[config.mk]
export PLATFORM = sky130hd
export DESIGN_NAME = sim_run_ctrl
export DESIGN_NICKNAME = d
export VERILOG_FILES = /design/src/rtl/sim_run_ctrl.sv
export SDC_FILE = /design/constraint.sdc
export NUM_CORES = 1
export LEC_CHECK = 0
export BUFFER_PORTS_ARGS = -buffer_cell sky130_fd_sc_hd__buf_2
export CAP_MARGIN = 25
export CORE_UTILIZATION = 44
export DETAILED_ROUTE_END_ITERATION = 8
export PLACE_DENSITY = 0.77
export SETUP_SLACK_MARGIN = 0.1
export SYNTH_ARGS = -nofsm -noshare
export SYNTH_HDL_FRONTEND = slang
export SYNTH_SLANG_ARGS = --single-unit
[constraint.sdc]
create_clock -name clk -period 2.9 [get_ports clk]
set_clock_uncertainty 0.15 [all_clocks]
set_input_delay 0.58 -clock clk [delete_from_list [all_inputs] [get_ports clk]]
set_output_delay 0.58 -clock clk [all_outputs]
set_load 0.01 [all_outputs]
[src/rtl/sim_run_ctrl.sv]
// +--------------------------------------------------------------------------+
// | Module   : sim_run_ctrl                                                  |
// | Purpose  : Run/stop controller for the sccomp CPU: gates cpu_en, counts  |
// |            retired instructions, halts on count/halt_req/PC breakpoint,  |
// |            then streams a register-file snapshot over valid/ready.       |
// | Options  : PC_BREAK_EN enables the PC breakpoint stop source.            |
// | Revision : 1.0 - initial release                                         |
// +--------------------------------------------------------------------------+
`default_nettype none

module sim_run_ctrl #(
  parameter int CNT_W    = 32,
  parameter int DEF_STOP = 200,
  parameter int NUM_REGS = 32,
  parameter int IDX_W    = 5
) (
  input  logic             clk,
  input  logic             rst,
  input  logic             start,
  input  logic [CNT_W-1:0] stop_limit,
  input  logic             halt_req,
  input  logic             retire,
  input  logic [31:0]      pc,
  input  logic             brk_en,
  input  logic [31:0]      brk_pc,
  output logic             cpu_en,
  output logic [CNT_W-1:0] instr_count,
  output logic [IDX_W-1:0] rf_sel,
  input  logic [31:0]      rf_data,
  output logic             dump_valid,
  input  logic             dump_ready,
  output logic [IDX_W-1:0] dump_idx,
  output logic [31:0]      dump_data,
  output logic             dump_last,
  output logic             halted,
  output logic [1:0]       stop_cause
);

  localparam logic [CNT_W-1:0] c_DEF_STOP = CNT_W'(DEF_STOP);
  localparam logic [CNT_W-1:0] c_CNT_ONE  = CNT_W'(1);
  localparam logic [IDX_W-1:0] c_LAST_IDX = IDX_W'(NUM_REGS - 1);
  localparam logic [IDX_W-1:0] c_IDX_ONE  = IDX_W'(1);

  localparam logic [1:0] c_CAUSE_NONE  = 2'd0;
  localparam logic [1:0] c_CAUSE_COUNT = 2'd1;
  localparam logic [1:0] c_CAUSE_HALT  = 2'd2;
  localparam logic [1:0] c_CAUSE_BRK   = 2'd3;

  typedef enum logic [1:0] {
    S_IDLE = 2'd0,
    S_RUN  = 2'd1,
    S_DUMP = 2'd2,
    S_DONE = 2'd3
  } state_t;

  state_t           r_state;
  state_t           w_state_nxt;
  logic [CNT_W-1:0] r_count;
  logic [CNT_W-1:0] w_count_nxt;
  logic [CNT_W-1:0] r_limit;
  logic [CNT_W-1:0] w_limit_nxt;
  logic [IDX_W-1:0] r_idx;
  logic [IDX_W-1:0] w_idx_nxt;
  logic [1:0]       r_cause;
  logic [1:0]       w_cause_nxt;

  logic             w_hit_count;
  logic             w_hit_brk;
  logic             w_hit_halt;
  logic             w_stop;
  logic [1:0]       w_stop_cause;
  logic [CNT_W-1:0] w_limit_eff;
  logic             w_idx_last;

  assign w_limit_eff = (stop_limit == '0) ? c_DEF_STOP : stop_limit;
  assign w_idx_last  = (r_idx == c_LAST_IDX);

  // The stop sources are only acted on in RUN; the FSM qualifies them.
  assign w_hit_count = retire && (r_count == (r_limit - c_CNT_ONE));
  assign w_hit_halt  = halt_req;

`ifdef PC_BREAK_EN
  assign w_hit_brk = retire && brk_en && (pc == brk_pc);
`else
  logic w_unused_brk;
  assign w_hit_brk    = 1'b0;
  assign w_unused_brk = ^{brk_en, brk_pc, pc};
`endif

  assign w_stop = w_hit_count || w_hit_brk || w_hit_halt;

  always_comb begin
    w_stop_cause = c_CAUSE_NONE;
    if (w_hit_count) begin
      w_stop_cause = c_CAUSE_COUNT;
    end else if (w_hit_brk) begin
      w_stop_cause = c_CAUSE_BRK;
    end else if (w_hit_halt) begin
      w_stop_cause = c_CAUSE_HALT;
    end
  end

  always_comb begin
    w_state_nxt = r_state;
    w_count_nxt = r_count;
    w_limit_nxt = r_limit;
    w_idx_nxt   = r_idx;
    w_cause_nxt = r_cause;
    case (r_state)
      S_IDLE, S_DONE: begin
        if (start) begin
          w_state_nxt = S_RUN;
          w_count_nxt = '0;
          w_limit_nxt = w_limit_eff;
          w_cause_nxt = c_CAUSE_NONE;
        end
      end
      S_RUN: begin
        if (retire) begin
          w_count_nxt = r_count + c_CNT_ONE;
        end
        if (w_stop) begin
          w_state_nxt = S_DUMP;
          w_idx_nxt   = '0;
          w_cause_nxt = w_stop_cause;
        end
      end
      S_DUMP: begin
        if (dump_ready) begin
          if (w_idx_last) begin
            w_state_nxt = S_DONE;
            w_idx_nxt   = '0;
          end else begin
            w_idx_nxt = r_idx + c_IDX_ONE;
          end
        end
      end
      default: begin
        w_state_nxt = S_IDLE;
      end
    endcase
  end

  always_ff @(posedge clk) begin
    if (rst) begin
      r_state <= S_IDLE;
      r_count <= '0;
      r_limit <= '0;
      r_idx   <= '0;
      r_cause <= c_CAUSE_NONE;
    end else begin
      r_state <= w_state_nxt;
      r_count <= w_count_nxt;
      r_limit <= w_limit_nxt;
      r_idx   <= w_idx_nxt;
      r_cause <= w_cause_nxt;
    end
  end

  // All outputs decode registered state, so cpu_en is glitch-free.
  assign cpu_en      = (r_state == S_RUN);
  assign dump_valid  = (r_state == S_DUMP);
  assign halted      = (r_state == S_DONE);
  assign instr_count = r_count;
  assign stop_cause  = r_cause;
  assign rf_sel      = r_idx;
  assign dump_idx    = r_idx;
  assign dump_last   = dump_valid && w_idx_last;
  // Register 0 is architecturally zero regardless of what the RF port returns.
  assign dump_data   = (dump_valid && (r_idx != '0)) ? rf_data : 32'h0;

endmodule

`default_nettype wire

==> results of run 1 <==
[worst max-delay path, delay by kind of cell (launching register included)]
kind            cells  cell delay, ps
fa+ha+maj           1             130
compound gates      4            1130
flops               1             350
buf+inv             1              70
simple gates        3            1090
[cells in the mapped netlist, types with 7 or more instances]
master and instances:
clkbuf_1 27, nor4_1 13, ha_1 9, and3_1 9
dfxtp_1 73, o31ai_1 7, nor3_1 7, a21oi_1 42
xor2_1 36, and2_1 38, nor2_1 56, nand3_1 18
nand4_1 19, nand2_1 89, mux2i_1 8, xnor2_1 26
inv_1 15, o21ai_0 17
[power breakdown]
part	leakage, nW	internal, mW	switching [mW]	total (mW)
Combinational	2.22	1.26	1.45	2.72
Clock	0.102	0.437	0.372	0.809
Sequential	0.595	1.13	0.165	1.30
Total	2.92	2.83	1.99	4.82
[sequential cells by signal, summed over array words and instances, names as in the netlist]
register,flops
stop_cause,2
r_state,2
instr_count,32
r_limit,32
dump_idx,5
[metal layers]
layer | up-vias | GRT usage, % | wire length [microns]
met1 | 2464 | 28.4 | 5750
met5 | - | 0 | 0
li1 | 2587 | - | -
met3 | 20 | 3.51 | 896
met4 | 0 | 10.4 | 298
met2 | 218 | 46.4 | 7590
[metrics by stage]
stage,instance area [sq um],setup slack [ps]
finish,6480,-118
global route,6480,-198
CTS,6390,-145
detailed placement,6130,-116
global placement,6130,-38.6
floorplan,4930,112
[final timing paths]
kind	to	cells after the start	startpoint
setup / recovery	dump_idx[4]	9	r_limit[0]
hold / removal	r_limit[10]	3	stop_limit[10]
setup reg to reg	dump_idx[4]	9	r_limit[0]
hold reg to reg	r_limit[31]	2	r_limit[31]
[layout make-up]
type / instances / area, sq um / area share, %
inverter: 16 / 60.1 / 0.926
multi-input combinational: 496 / 3300 / 50.8
tap: 140 / 175 / 2.70
timing repair buffer: 221 / 1290 / 19.9
sequential: 73 / 1470 / 22.6
clock buffer: 12 / 155 / 2.39
clock inverter: 3 / 40.0 / 0.618
[repair_timing]
item,CTS,global route
gates cloned,0,0
resized for setup,7,13
endpoints found under the hold margin,0,0
hold buffers,0,0
setup endpoints to repair,9,33
pin swaps,0,10
setup buffers,4,5
[kinds of logic (layout without fill, tap and decap cells)]
| logic type | Yosys count | in the layout | synth area share [%] |
|---|---|---|---|
| AO/OA/AOI/OAI | 114 | 114 | 16.0 |
| XOR/XNOR | 62 | 62 | 11.1 |
| adder cells (fa/ha/maj) | 9 | 9 | 2.30 |
| buffers and inverters | 57 | 252 | 5.13 |
| flip-flops | 73 | 73 | 29.8 |
| multiplexers | 9 | 9 | 1.86 |
| AND/OR/NAND/NOR | 302 | 302 | 33.9 |
==> results.md, run 1 <==
- Outcome: finished with violations
- Failing checks: setup timing
- Mapped cell area: 0.00490 sq mm
- Worst-path maximum fanout: 6
- Final core occ: 59.8%
- Cell count after synthesis: 626
- Fin. max-slew vios: 0
- CP endpoint kind: flop
- Synth top area share: 29.8%
- Fill count: 946
- Area leader, netlist: dfxtp_1
- Final setup violating endpoints: 8
- Clock tree buffer depth: 2
- First-pass GRT wire length: 22900 microns
- Commonest non-fill, non-tap cell in the layout: buf_2
- CP max-delay cell: or4b_4
- Layout cell share with drive strength beyond 1: 34.0%
- Pwr/cell area: 743 mW/mm^2
- Clock root cell: clkbuf_8
- CTS tree: yes
- CTS Buf Count: 9
- Antenna diodes: 0
- Max incr delay on CP: 520 ps
- Cell total after placement: 937
- Port Buffers: 149
- Part of the Yosys area used for sequential elements: 29.8%
- Final wirelength: 14500 microns
- DIE HEIGHT: 108 microns
- Hold crit path type: input pin to flop
- GR Overflow Total: 0
- Vias: 5289
- Yosys cell types: 73
- Worst Tran Pin Value: 574 ps
- Max Cap Viol: 0
- Asr flop ratio synth: 0%
- Routed wire length per instance: 15.1 microns
- CP required: 3020 ps
- Drt first pass iters: 5
- RSZ-0062 raised after global routing: yes
- Critical Path, Cell by Cell: inv_2 > ha_4 > or4b_4 > o31ai_2 > o22ai_1 > nor4_4 > nand4_4 > o31a_1 > o31ai_2
- Clk sinks: 73
- Achievable Freq: 331 MHz
- Rows: 38
- Ys Warns: 0
- Via density: 5.50
- Period minus WS final: 3020 ps
- Mean area per synthesized cell: 7.83 sq um
- NumNets Final: 961
- Synth Net Count: 770
- Total die area: 0.0116 sq mm
- VDD IR max: 0.368 mV
- Final Hold Viols: 0
- Setup WS post-layout: -118 ps
- Antenna violations before repair: 0
- Initial DRC Count: 247
- H-tree levels: 3
- I/O pins: 215
- Hpwl dp: 11400 microns
- Pleak: 2.92 nW
- Most used flip-flop cell after synthesis: dfxtp_1
- Chip Width: 108 microns
- Crit path kind: flop to flop
- Final Wtd Congestion: 0.886
- Post-Layout Cell Count: 961
- Crit path launch type: flop
- Post-synth EDFFs: 0
- Vias in the first global route: 4937
- Crit-path most repeated cell: o31ai_2
- Most frequent cells in the layout: buf_2, nand2_1, buf_4
- Clock latency on the worst-skew pair: 360 ps
- Flop-to-flop setup slack: -120 ps
- Top cells by area, synth: dfxtp_1, nand2_1, xor2_1, and2_1, xnor2_1
- PnR Total Power: 4.82 mW
- Area Overhead vs Synth: 32.2%
- Clock slew at reported path FFs: 80 ps
- Drt drc: 0
- Core box area: 0.0108 sq mm
- Arrival @ worst endpoint: 3130 ps
- All-layer global routing usage: 25.0%
- Largest net degree at the start of global routing: 40
- Tcrit/Tclk final: 104%
- Initial Utilization: 45.2%
- Final ANT Viol Nets: 0
- Worst hold-check slack: 315 ps
- Worst rel slew slack: 61.8%
- Seq cells post-synth: 73
- Setup TNS: -702 ps
(Power assumes the default switching activity.)
==> run 2: changes to the inputs <==
CELL_PAD_IN_SITES_DETAIL_PLACEMENT = 0   (was default)
CELL_PAD_IN_SITES_GLOBAL_PLACEMENT = 1   (was default)
CORE_UTILIZATION = 30   (was 44)
PLACE_DENSITY = 0.84   (was 0.77)
==> results.md, run 2 (synthesized netlist as in run 1, its figures left out) <==
- Outcome: finished with violations
- Failing checks: setup timing
- Clock tree buffer depth: 2 (unchanged)
- Chip Width: 130 microns (+21%)
- Pwr/cell area: 781 mW/mm^2 (+5.0%)
- DIE HEIGHT: 130 microns (+21%)
- Layout cell share with drive strength beyond 1: 35.1% (+1.2 points)
- RSZ-0062 raised after global routing: yes
- Commonest non-fill, non-tap cell in the layout: buf_2
- First-pass GRT wire length: 23200 microns (+1.7%)
- Core box area: 0.0159 sq mm (+47%)
- R2R Path Start: r_limit[1]
- VDD IR max: 0.359 mV (-2.5%)
- Routed wire length per instance: 14.2 microns (-6.1%)
- Tcrit/Tclk final: 103% (-1.5 points)
- Worst hold-check slack: 322 ps (+7.71 ps)
- Worst Tran Pin Value: 603 ps (+29.4 ps)
- Final wirelength: 14900 microns (+2.4%)
- Arrival @ worst endpoint: 3110 ps (-20 ps)
- CTS tree: yes
- Flop-to-flop setup slack: -80 ps (+40 ps)
- Period minus WS final: 2980 ps (-43.2 ps)
- Drt drc: 0 (unchanged)
- Port Buffers: 149 (unchanged)
- CP required: 3030 ps (about the same)
- Max Cap Viol: 0 (unchanged)
- Initial DRC Count: 235 (-4.9%)
- Initial Utilization: 30.8% (-14 points)
- Total die area: 0.0169 sq mm (+46%)
- Area Overhead vs Synth: 39.3%
- Clock slew at reported path FFs: 60 ps (-20 ps)
- Final Wtd Congestion: 0.890 (+0.42%)
- Final Instance Area: 0.00683 sq mm (+5.4%)
- Pleak: 3.04 nW (+4.3%)
- Clock latency on the worst-skew pair: 350 ps (about the same)
- Via density: 4.96 (-9.8%)
- Antenna violations before repair: 2 (+2)
- Worst Setup EP: stop_cause[0]
- CP Launch Point: r_limit[1]
- I/O pins: 215 (unchanged)
- Vias: 5201 (-1.7%)
- All-layer global routing usage: 17.8% (-7.2 points)
- Most frequent cells in the layout: buf_2, nand2_1, buf_4
- Post-Place Setup Slack: -144 ps (-28.0 ps)
- CTS Buf Count: 9 (unchanged)
- Reg2reg end: stop_cause[0]
- Worst rel slew slack: 59.8% (-2.0 points)
- CP endpoint kind: flop
- Final core occ: 42.9% (-17 points)
- GR Overflow Total: 0 (unchanged)
- PnR Total Power: 5.33 mW (+11%)
- Hold Path Depth: 3 (unchanged)
- Largest net degree at the start of global routing: 40 (unchanged)
- Crit path kind: flop to flop
- NumNets Final: 970 (+0.94%)
- Vias in the first global route: 4774 (-3.3%)
- Crit path launch type: flop
- Rows: 46 (+21%)
- Clock root cell: clkbuf_16
- Final ANT Viol Nets: 0 (unchanged)
- Hpwl dp: 12000 microns (+5.6%)
- Final setup violating endpoints: 7 (-1)
- Achievable Freq: 336 MHz (+1.5%)
- Fill count: 1601 (+69%)
- Final Hold Viols: 0 (unchanged)
- Worst-path maximum fanout: 4 (-2)
- Post-place instance area: 0.00632 sq mm (+3.1%)
- Fin. max-slew vios: 0 (unchanged)
- HP Start: stop_limit[1]
- Drt first pass iters: 5 (unchanged)
- Reg2reg path depth: 11 (+2)
- Hold crit path type: input pin to flop
- Setup WS post-layout: -75.3 ps (+43.2 ps)
- Clk sinks: 73 (unchanged)
- H-tree levels: 3 (unchanged)
run 2: cell count changes in the layout (fill, tap and decap cells not counted), sizes merged:
cell | previous run | this run
buf | 221 | 230
bufinv | 1 | 3
clkbuf | 12 | 11
clkinv | 3 | 2
clkinvlp | 0 | 1
diode | 0 | 1
run 2: power by group:
| group | internal, mW | switching [mW] | leakage, nW | total, mW |
|---|---|---|---|---|
| logic | 1.30 | 1.48 | 2.28 | 2.78 |
| registers | 1.13 | 0.141 | 0.595 | 1.27 |
| clock network | 0.862 | 0.422 | 0.166 | 1.28 |
| total | 3.29 | 2.04 | 3.04 | 5.33 |
run 2: layout make-up:
type                    count  area, sq um  area share [%]
clock inverters             5          103            1.50
clock buffers              11          243            3.55
diodes                      1         2.50          0.0366
well taps                 216          270            3.96
multi-input cells         496         3320            48.6
flip-flops and latches     73         1470            21.5
repair buffers            230         1370            20.0
inverters                  16         60.1           0.879
run 2: repair_timing:
action                     CTS  global route
gates resized for setup      8            20
hold endpoints to repair     0             0
setup endpoints to repair   10            15
buffers inserted             2             3
hold buffers                 0             0
pin swaps                    3             5
run 2: worst min path at each step:
stage	to	slack [ps]
2_1_floorplan	r_limit[31]	300
3_3_place_gp	r_limit[1]	310
3_5_place_dp	r_limit[1]	320
4_1_cts	r_limit[1]	310
5_1_grt	r_limit[4]	340
6_report	r_limit[1]	320
run 2: metrics by stage:
step	cells	TNS (ps)
floorplan	626	0
global placement	1026	-566
detailed placement	1026	-659
CTS	1044	-238
global route	1047	-1500
finish	1048	-351
run 2: worst max-delay path: stages, from the launching register on:
cell and delay (ps):
dfxtp_2 330, inv_2 70, ha_4 130, or4b_4 500, a311o_1 360, nand3_2 100
o2111ai_4 140, nor4_4 210, nand4_4 180, buf_6 170, or4_4 420, a21oi_2 130
run 2: layer usage:
| layer | vias to the layer above | track usage, % | wire (microns) |
|---|---|---|---|
| li1 | 2610 | - | - |
| met1 | 2399 | 21.6 | 6660 |
| met2 | 170 | 31.4 | 7160 |
| met3 | 20 | 3.57 | 801 |
| met4 | 2 | 5.88 | 250 |
| met5 | - | 0 | 9 |
